[config.mk]
export PLATFORM = sky130hd
export DESIGN_NAME = qpsk_symbol_framer
export DESIGN_NICKNAME = d
export VERILOG_FILES = /design/src/rtl/qpsk_pkg.sv /design/src/rtl/symbol_rate_gen.sv /design/src/rtl/qpsk_symbol_framer.sv
export SDC_FILE = /design/constraint.sdc
export NUM_CORES = 1
export LEC_CHECK = 0
export BUFFER_PORTS_ARGS = -buffer_cell sky130_fd_sc_hd__buf_2
export CELL_PAD_IN_SITES_DETAIL_PLACEMENT = 1
export CELL_PAD_IN_SITES_GLOBAL_PLACEMENT = 2
export CORE_MARGIN = 2
export CORE_UTILIZATION = 34
export CTS_CLUSTER_DIAMETER = 50
export DETAILED_ROUTE_END_ITERATION = 10
export PLACE_DENSITY_LB_ADDON = 0.2
export RECOVER_POWER = 100
export SLEW_MARGIN = 15
export SYNTH_ARGS = -nofsm -noshare
export SYNTH_HDL_FRONTEND = slang
export SYNTH_HIERARCHICAL = 1
export SYNTH_SLANG_ARGS = --single-unit
[constraint.sdc]
create_clock -name clk -period 2.2 [get_ports clk]
set_clock_uncertainty 0.15 [all_clocks]
set_input_delay 0.44 -clock clk [delete_from_list [all_inputs] [get_ports clk]]
set_output_delay 0.44 -clock clk [all_outputs]
set_load 0.005 [all_outputs]
[src/rtl/qpsk_pkg.sv]
// Shared types and constants for the QPSK symbol framer.
package qpsk_pkg;

  typedef logic [1:0] dibit_t;

  typedef enum logic [1:0] {
    IDLE,
    PREAMBLE,
    PAYLOAD
  } framer_state_e;

  localparam dibit_t PRE_EVEN = 2'b11;
  localparam dibit_t PRE_ODD  = 2'b00;

  // Dibit i of a byte, MSB-first: 0 -> [7:6] ... 3 -> [1:0].
  function automatic dibit_t dibit_sel(input logic [7:0] b, input logic [1:0] i);
    dibit_t d;
    case (i)
      2'd0:    d = b[7:6];
      2'd1:    d = b[5:4];
      2'd2:    d = b[3:2];
      default: d = b[1:0];
    endcase
    return d;
  endfunction

endpackage

[src/rtl/symbol_rate_gen.sv]
// Baud counter: tick on the last clock of a symbol, strobe on the first.
// Latency: counter restarts at 0 the cycle after clr; no backpressure.
module symbol_rate_gen #(
  parameter int SYM_DIV = 4
) (
  input  logic clk,
  input  logic rst,
  input  logic en,
  input  logic clr,
  output logic tick,
  output logic strobe
);

  localparam int CW = $clog2(SYM_DIV);
  localparam logic [CW-1:0] CNT_MAX = CW'(SYM_DIV - 1);

  logic [CW-1:0] cnt;

  always_ff @(posedge clk) begin
    if (rst || clr) begin
      cnt <= '0;
    end else if (en) begin
      cnt <= (cnt == CNT_MAX) ? '0 : cnt + CW'(1);
    end
  end

  assign tick   = en && (cnt == CNT_MAX);
  assign strobe = en && (cnt == '0);

endmodule

[src/rtl/qpsk_symbol_framer.sv]
// Frames payload bytes into a paced MSB-first dibit stream behind a fixed preamble.
// Latency: first preamble symbol 1 clk after byte_valid in IDLE, payload PREAMBLE_LEN*SYM_DIV later.
// Backpressure: byte_ready pulses only at symbol boundaries; a missing byte there aborts the frame.
module qpsk_symbol_framer
  import qpsk_pkg::*;
#(
  parameter int SYM_DIV      = 4,
  parameter int PREAMBLE_LEN = 8
) (
  input  logic       clk,
  input  logic       rst,
  input  logic [7:0] byte_data,
  input  logic       byte_valid,
  input  logic       byte_last,
  output logic       byte_ready,
  output logic [1:0] sym_out,
  output logic       sym_valid,
  output logic       sym_strobe,
  output logic       underrun
);

  localparam int PW = $clog2(PREAMBLE_LEN + 1);
  localparam logic [PW-1:0] PRE_MAX = PW'(PREAMBLE_LEN - 1);

  framer_state_e state;
  logic [PW-1:0] pre_cnt;
  logic [1:0]    idx;
  logic [7:0]    shreg;
  logic          last_flag;
  logic          tick;
  logic          start;
  logic          pre_last;
  logic          load_pt;

  assign start    = (state == IDLE) && byte_valid;
  assign pre_last = (pre_cnt == PRE_MAX);

  symbol_rate_gen #(
    .SYM_DIV(SYM_DIV)
  ) u_rate (
    .clk   (clk),
    .rst   (rst),
    .en    (state != IDLE),
    .clr   (start),
    .tick  (tick),
    .strobe(sym_strobe)
  );

  // Byte request points: end of preamble, or end of a non-final byte.
  assign load_pt = tick && (((state == PREAMBLE) && pre_last) ||
                            ((state == PAYLOAD) && (idx == 2'd3) && !last_flag));
  assign byte_ready = load_pt && !rst;

  always_ff @(posedge clk) begin
    if (rst) begin
      state     <= IDLE;
      pre_cnt   <= '0;
      idx       <= '0;
      shreg     <= '0;
      last_flag <= 1'b0;
      sym_out   <= '0;
      sym_valid <= 1'b0;
      underrun  <= 1'b0;
    end else begin
      underrun <= 1'b0;
      case (state)
        IDLE: begin
          if (byte_valid) begin
            state     <= PREAMBLE;
            pre_cnt   <= '0;
            sym_out   <= PRE_EVEN;
            sym_valid <= 1'b1;
          end
        end
        PREAMBLE: begin
          if (tick && !pre_last) begin
            pre_cnt <= pre_cnt + PW'(1);
            sym_out <= pre_cnt[0] ? PRE_EVEN : PRE_ODD;
          end
        end
        PAYLOAD: begin
          if (tick && (idx != 2'd3)) begin
            idx     <= idx + 2'd1;
            sym_out <= dibit_sel(shreg, idx + 2'd1);
          end else if (tick && last_flag) begin
            state     <= IDLE;
            sym_out   <= '0;
            sym_valid <= 1'b0;
          end
        end
        default: state <= IDLE;
      endcase

      if (load_pt) begin
        if (byte_valid) begin
          state     <= PAYLOAD;
          idx       <= '0;
          shreg     <= byte_data;
          last_flag <= byte_last;
          sym_out   <= byte_data[7:6];
        end else begin
          state     <= IDLE;
          underrun  <= 1'b1;
          sym_out   <= '0;
          sym_valid <= 1'b0;
        end
      end
    end
  end

endmodule

# Word level (Yosys, flattened, before mapping)
# Cells that the tools add are included.
# totals
ff_bits,23
inputBits,12
elab_cells,85
out_inout_bits,6
# op_classes
reduce_logical,27
muxes,29
eq_ne,16
add_sub_neg,3
n_bitwise,1
# ops
op,n
2-bit 2-to-1 mux,16
2-bit case mux with 3 select lines,3
1-bit logical AND,11
"2-bit == test, second input constant",4
4-bit 2-to-1 mux,2
4-bit case mux with 2 select lines,1
4-bit AND reduction,2
2-bit zero test,3
1-bit 2-to-1 mux,6
"2-bit != test, second input constant",3
"3-bit by 2-bit != test with 1-bit output, second input constant",2
"3-bit != test, second input constant",2
"2-bit by 1-bit adder with 2-bit output, second input constant",2
"4-bit by 1-bit adder with 4-bit output, second input constant",1
"2-bit by 1-bit == test with 1-bit output, second input constant",2
"4-bit by 3-bit == test with 1-bit output, second input constant",1
"4-bit by 2-bit != test with 1-bit output, second input constant",1
2-bit nonzero test,2
4-bit nonzero test,1
1-bit zero test,3
3-bit AND reduction,1
1-bit logical OR,2
"2-bit by 1-bit != test with 1-bit output, second input constant",1
1-bit case mux with 2 select lines,1
other kinds (3),3

# Logic depth before layout (Yosys ltp)
# depth
depth_word,8
ltp_mapped,10
mapped_depth_nobuf,8

# Cells and area by module
# The synthesis kept the hierarchy.
# modules_own_cells
module,cells_each,instances,area_per_inst_um2,seq_area_each_um2
qpsk_symbol_framer,134,1,1207.4,420.4
symbol_rate_gen,13,1,127.6,40.0

# Worst setup path before layout
# OpenSTA, ideal clock, no wires.
# synth_timing
kind,flip-flop to flip-flop
startpoint,reg state[0]
endpoint,reg shreg[1]
period_less_slack_ns,2.063
required_time_ns,1.922
n_path_buf,2
arrival_ns,1.785
setup_ns,0.128
stages_incl_launch_ff,11
path_slack_ns,0.137
path_cell_list,dfxtp_1 > inv_1 > ha_1 > inv_1 > and2_1 > buf_2 > nand2_1 > a21oi_1 > buf_4 > mux2i_1 > nor2_1
# synth_between
elab_cells_between_ends,10
classes_between,eq/ne: 2; reduce/logical: 8
# synth_lines
element,line_no,source
"start, declared",qpsk_symbol_framer.sv:25,framer_state_e state;
"start signal, assigned",qpsk_symbol_framer.sv:56,state <= IDLE;
"start signal, assigned",qpsk_symbol_framer.sv:69,state <= PREAMBLE;
"start signal, assigned",qpsk_symbol_framer.sv:86,state <= IDLE;
2-bit nonzero test,qpsk_symbol_framer.sv:43,".en (state != IDLE),"
1-bit logical AND,symbol_rate_gen.sv:27,assign tick = en && (cnt == CNT_MAX);
via tick,qpsk_symbol_framer.sv:30,logic tick;
1-bit logical AND,qpsk_symbol_framer.sv:50,assign load_pt = tick && (((state == PREAMBLE) && pre_last) ||
2-bit AND reduction (no line),--,
"end signal, assigned",qpsk_symbol_framer.sv:98,shreg <= byte_data;
"end, declared",qpsk_symbol_framer.sv:28,logic [7:0] shreg;
# The timed path passes the listed nets, and every way through them passes these cells.
# A chain may end at the register's enable or synchronous reset.

# Final worst setup path
# layout_timing
startpoint,reg idx[0]
endpoint,out byte_ready
# layout_between
elab_chain_cells,6
# layout_lines
element,line_no,source
"start, declared",qpsk_symbol_framer.sv:27,logic [1:0] idx;
"start signal, assigned",qpsk_symbol_framer.sv:83,idx <= idx + 2'd1;
2-bit == test,qpsk_symbol_framer.sv:51,((state == PAYLOAD) && (idx == 2'd3) && !last_flag));
1-bit logical AND (2 in a row),qpsk_symbol_framer.sv:51,
1-bit logical OR,qpsk_symbol_framer.sv:50,
1-bit logical AND,qpsk_symbol_framer.sv:50,
1-bit logical AND,qpsk_symbol_framer.sv:52,assign byte_ready = load_pt && !rst;
"end, declared",qpsk_symbol_framer.sv:15,"output logic byte_ready,"
# Every way passes these cells.

==> results <==
- The flow ran to the end, and the final reports show no timing, DRC or antenna violations.
- The fraction of power spent switching nets is 26.3%.
- The tool flagged a number of max-cap violations equal to 0.
- The number of DRC violations after detailed routing is 0.
- The cell sitting at the root of the clock tree is a sky130_fd_sc_hd__clkbuf_8.
- In the routed layout, each cell is associated on average with a via count of 5.17.
- The worst register-to-register path ends at shreg[3].
- Setup violations remaining at the end of the flow were counted as 0.
- The sequential fraction of design power is 53.0%.
- The detailed-placement wirelength estimate is 2470 um.
- Across all hold checks on the routed design, the worst slack comes to 0.259 ns.
- The internal power summed over all cells is 0.609 mW.
- The count of mapped cells out of synthesis is 147.
- Together, buffers and inverters on the worst path number 1.
- Tracing the worst setup path back leads to its startpoint at idx[0].
- Walking the worst path, the cells encountered are ha_2, and3b_1, o21ai_2, nor2_1, clkbuf_1.
- The wire length after detailed routing is 3310 um.
- The last element of the critical path is byte_ready.
- Compared with the post-synthesis result, the final layout area differs by 12.9%.
- The cell family with the largest share of critical-path delay is flip-flops.
- The placed cell area is 0.00148 sq mm.
- The depth of the CTS H-tree is 1.
- Headroom to the max-slew limit came out at 72.0%.
- Counting the buffers created by CTS gives 3.
- The average footprint of a synthesized cell is 9.08 sq um.
- The remaining number of nets flagged by the antenna check after routing is 0.
- STA classifies the critical path startpoint as a register.
- The clock network power share is 32.4%.
- The pin slew with the least headroom to its limit is 0.420 ns.
- The clock passes through at most 2 buffers.
- The die covers 0.00444 sq mm.
- In this run the power density over the cells is 548 mW/mm^2.
- During synthesis, Yosys emitted a total of 6 warnings.
- The via count is 1117.
- At the worst endpoint, the arrival time is 1.49 ns.
- The required time of the critical path is 1.61 ns.
- The sort of element at the end of the critical path is an output port.
- In the final timing run, aggregate negative setup slack is 0 ns.
- The finished layout holds 216 standard cells, fillers aside.
- Clock-pin slew was measured on the worst setup and hold paths at 0.08 ns.
- The core region is 0.00372 sq mm.
- The area of all placed cells without fillers is 0.00151 sq mm.
- The synthesis-stage register bit count is 23.
- The start of the worst register-to-register path is state[1].
- The number of placed instances with taps included is 211.
- The first global-routing pass estimated 5640 um of wire.
- The library cell used most frequently in the layout, excluding fill and tap cells, is sky130_fd_sc_hd__dfxtp_1.
- Combinational cells account for 14.7% of the total power.
- The library cells used most frequently in the layout, excluding fill and tap cells, are 21 x sky130_fd_sc_hd__dfxtp_1, 15 x sky130_fd_sc_hd__nor2_1, 13 x sky130_fd_sc_hd__mux2i_1, 13 x sky130_fd_sc_hd__buf_2, 11 x sky130_fd_sc_hd__inv_1.
- After synthesis, the cell types taking the most area are sky130_fd_sc_hd__dfxtp_1 34%, sky130_fd_sc_hd__ha_1 10%, sky130_fd_sc_hd__mux2i_1 9.7%.
- Summed over all cells, the static leakage comes to 0.562 nW.
- Once the floorplan was initialized, standard cells occupied 35.9% of the core.
- The number of clock sinks is 23.
- The width of the die is 66.7 um.
- For the worst-skew pair, the clock arrives at the later sink with an insertion delay of 0.26 ns.
- The worst register-to-register path has a setup slack of 0.23 ns.
- The cell area that synthesis handed to floorplanning was 0.00134 sq mm.
- The cell with the biggest individual delay on the critical path is sky130_fd_sc_hd__dfxtp_1.
- The initial antenna violation count is 0.
- The global-route usage over all layers is 16.8%.
- The net count of the finished layout is 192.
- The worst hold path belongs to the class in -> reg.
- Synthesis produced a netlist with a net count of 170.
- The share of layout cells above drive strength 1 is 19.0%.
- The achievable frequency is 0.480 GHz.
- The number of max-slew violations in the final report was 0.
- The maximum number of pins on one net before global-route repair is 23.
- The classification of the worst setup path is reg -> out.
- The antenna diode instance count is 0.
- The number of I/O port buffers is 17.
- The minimum period implied by the final worst setup slack is 2.08 ns.
- The power dissipated by switching net loads is 0.218 mW.
- The most frequently used flop master after synthesis is sky130_fd_sc_hd__dfxtp_1.
- The detailed-router iteration count before antenna repair is 4.
- The number of cells on the critical path is 5.
- The worst IR drop on VDD is 0.223 mV.
- The height of the die is 66.7 um.
- The wire length per cell is 15.3 um.
- The critical path's largest stage delay is 0.44 ns.
- In the synthesized netlist the async set-or-reset flop fraction comes to 0%.
- The fraction of the cycle the final worst path needs is 94.8%.
- After the first detailed-routing iteration, the DRC count stood at 32.
- Measured in cells, the most critical reg-to-reg path has a length of 8.
- The largest area contributor in the synthesized netlist is sky130_fd_sc_hd__dfxtp_1.
- TritonCTS built the clock tree.
- The count of boundary I/O pins is 18.
- The number of core rows is 22.
- The top-area cell type share of the netlist area is 34.5%.
- The number of unique standard cell types used by synthesis is 40.
- The number of flops mapped to enable cells by yosys is 0.
- The share of the yosys chip area belonging to registers is 34.5%.
- Of all nets on the critical path, the largest fanout is 5.
- The number of hold violations in the final report is 0.
- For this run the aggregate overflow at the end of global routing stands at 0.
- The via count of the first global-routing pass is 1161.
- At the end of routability-driven placement, the weighted congestion stood at 0.793.
- Setup repair after global routing left no endpoint under its margin.
==> cell type report <==
| type | count | area (sq um) |
|---|---|---|
| tap | 48 | 60.1 |
| clock buffer | 4 | 45.0 |
| sequential | 23 | 463 |
| fill | 452 | 2210 |
| inverter | 11 | 41.3 |
| timing repair buffer | 24 | 120 |
| multi-input combinational | 106 | 778 |
==> worst min path at each step <==
stage,startpoint,slack [ns],end,cells after the start
2_1_floorplan,shreg[2],0.31,shreg[2],2
3_3_place_gp,sym_valid,0.32,sym_valid,2
3_5_place_dp,sym_valid,0.33,sym_valid,2
4_1_cts,byte_last,0.25,last_flag,3
5_1_grt,byte_last,0.28,last_flag,3
6_report,byte_last,0.26,last_flag,3
==> power groups by stage <==
stage          sequential, mW  combinational, mW  clock (mW)
6_report                0.438              0.121       0.268
5_1_grt                 0.440              0.136       0.298
2_1_floorplan           0.445             0.0874           0
3_5_place_dp            0.448              0.130           0
3_3_place_gp            0.447              0.125           0
4_1_cts                 0.438              0.132       0.279
==> per-layer routing <==
metal	share of wire, %	up-vias	wire [um]	track usage [%]
li1	-	555	-	-
met1	44	542	1460	19.3
met2	52	16	1740	31.4
met3	2.2	4	73	2.53
met4	1.4	0	45	5.61
met5	0	-	0	0
==> logic make-up after synthesis <==
logic type	synth area share [%]
compound gates	12.7
xor+xnor	2.62
fa+ha+maj	10.3
buf+inv	6.65
flops	34.5
mux	10.6
simple gates	22.7
==> cells in the mapped netlist, types with 2 or more instances <==
cell,instances
sky130_fd_sc_hd__dfxtp_1,23
sky130_fd_sc_hd__nor2_1,15
sky130_fd_sc_hd__mux2i_1,13
sky130_fd_sc_hd__ha_1,11
sky130_fd_sc_hd__inv_1,11
sky130_fd_sc_hd__nand2_1,10
sky130_fd_sc_hd__nor3_1,8
sky130_fd_sc_hd__a21oi_1,5
sky130_fd_sc_hd__o21ai_0,4
sky130_fd_sc_hd__xnor2_1,4
sky130_fd_sc_hd__a211oi_2,3
sky130_fd_sc_hd__and2_1,3
sky130_fd_sc_hd__nand3_1,3
sky130_fd_sc_hd__a21boi_0,2
sky130_fd_sc_hd__a222oi_1,2
sky130_fd_sc_hd__a311o_1,2
sky130_fd_sc_hd__buf_2,2
sky130_fd_sc_hd__buf_6,2
sky130_fd_sc_hd__nand2b_1,2
sky130_fd_sc_hd__nor4_1,2
==> registers in the layout, indices dropped and copies added, names as in the netlist <==
| name | count |
|---|---|
| sym_out | 2 |
| last_flag | 1 |
| pre_cnt | 4 |
| shreg | 8 |
| state | 2 |
| u_rate/cnt | 2 |
| underrun | 1 |
| idx | 2 |
| sym_valid | 1 |
==> per-stage QoR <==
step	utilization [%]	total power [mW]	setup WS, ns
final	40.6	0.827	0.115
after global routing	40.6	0.874	0.0127
after CTS	41.0	0.849	0.0130
after detailed placement	39.8	0.578	0.0885
after global placement	39.8	0.572	0.201
after floorplan	-	0.533	0.137
==> what timing repair did <==
action	CTS	global route
resized for setup	2	5
setup endpoints to repair	1	2
setup buffers	0	1
hold buffers	0	0
pin swaps	0	0
==> worst register-to-register path: stages (launching register included) <==
cell	delay, ns
sky130_fd_sc_hd__dfxtp_2	0.34
sky130_fd_sc_hd__inv_1	0.07
sky130_fd_sc_hd__ha_1	0.17
sky130_fd_sc_hd__clkbuf_2	0.22
sky130_fd_sc_hd__nand4b_1	0.19
sky130_fd_sc_hd__a21oi_1	0.18
sky130_fd_sc_hd__buf_4	0.23
sky130_fd_sc_hd__mux2i_1	0.23
sky130_fd_sc_hd__nor2_1	0.06
No activity file was read; power rests on OpenSTA's default activity.
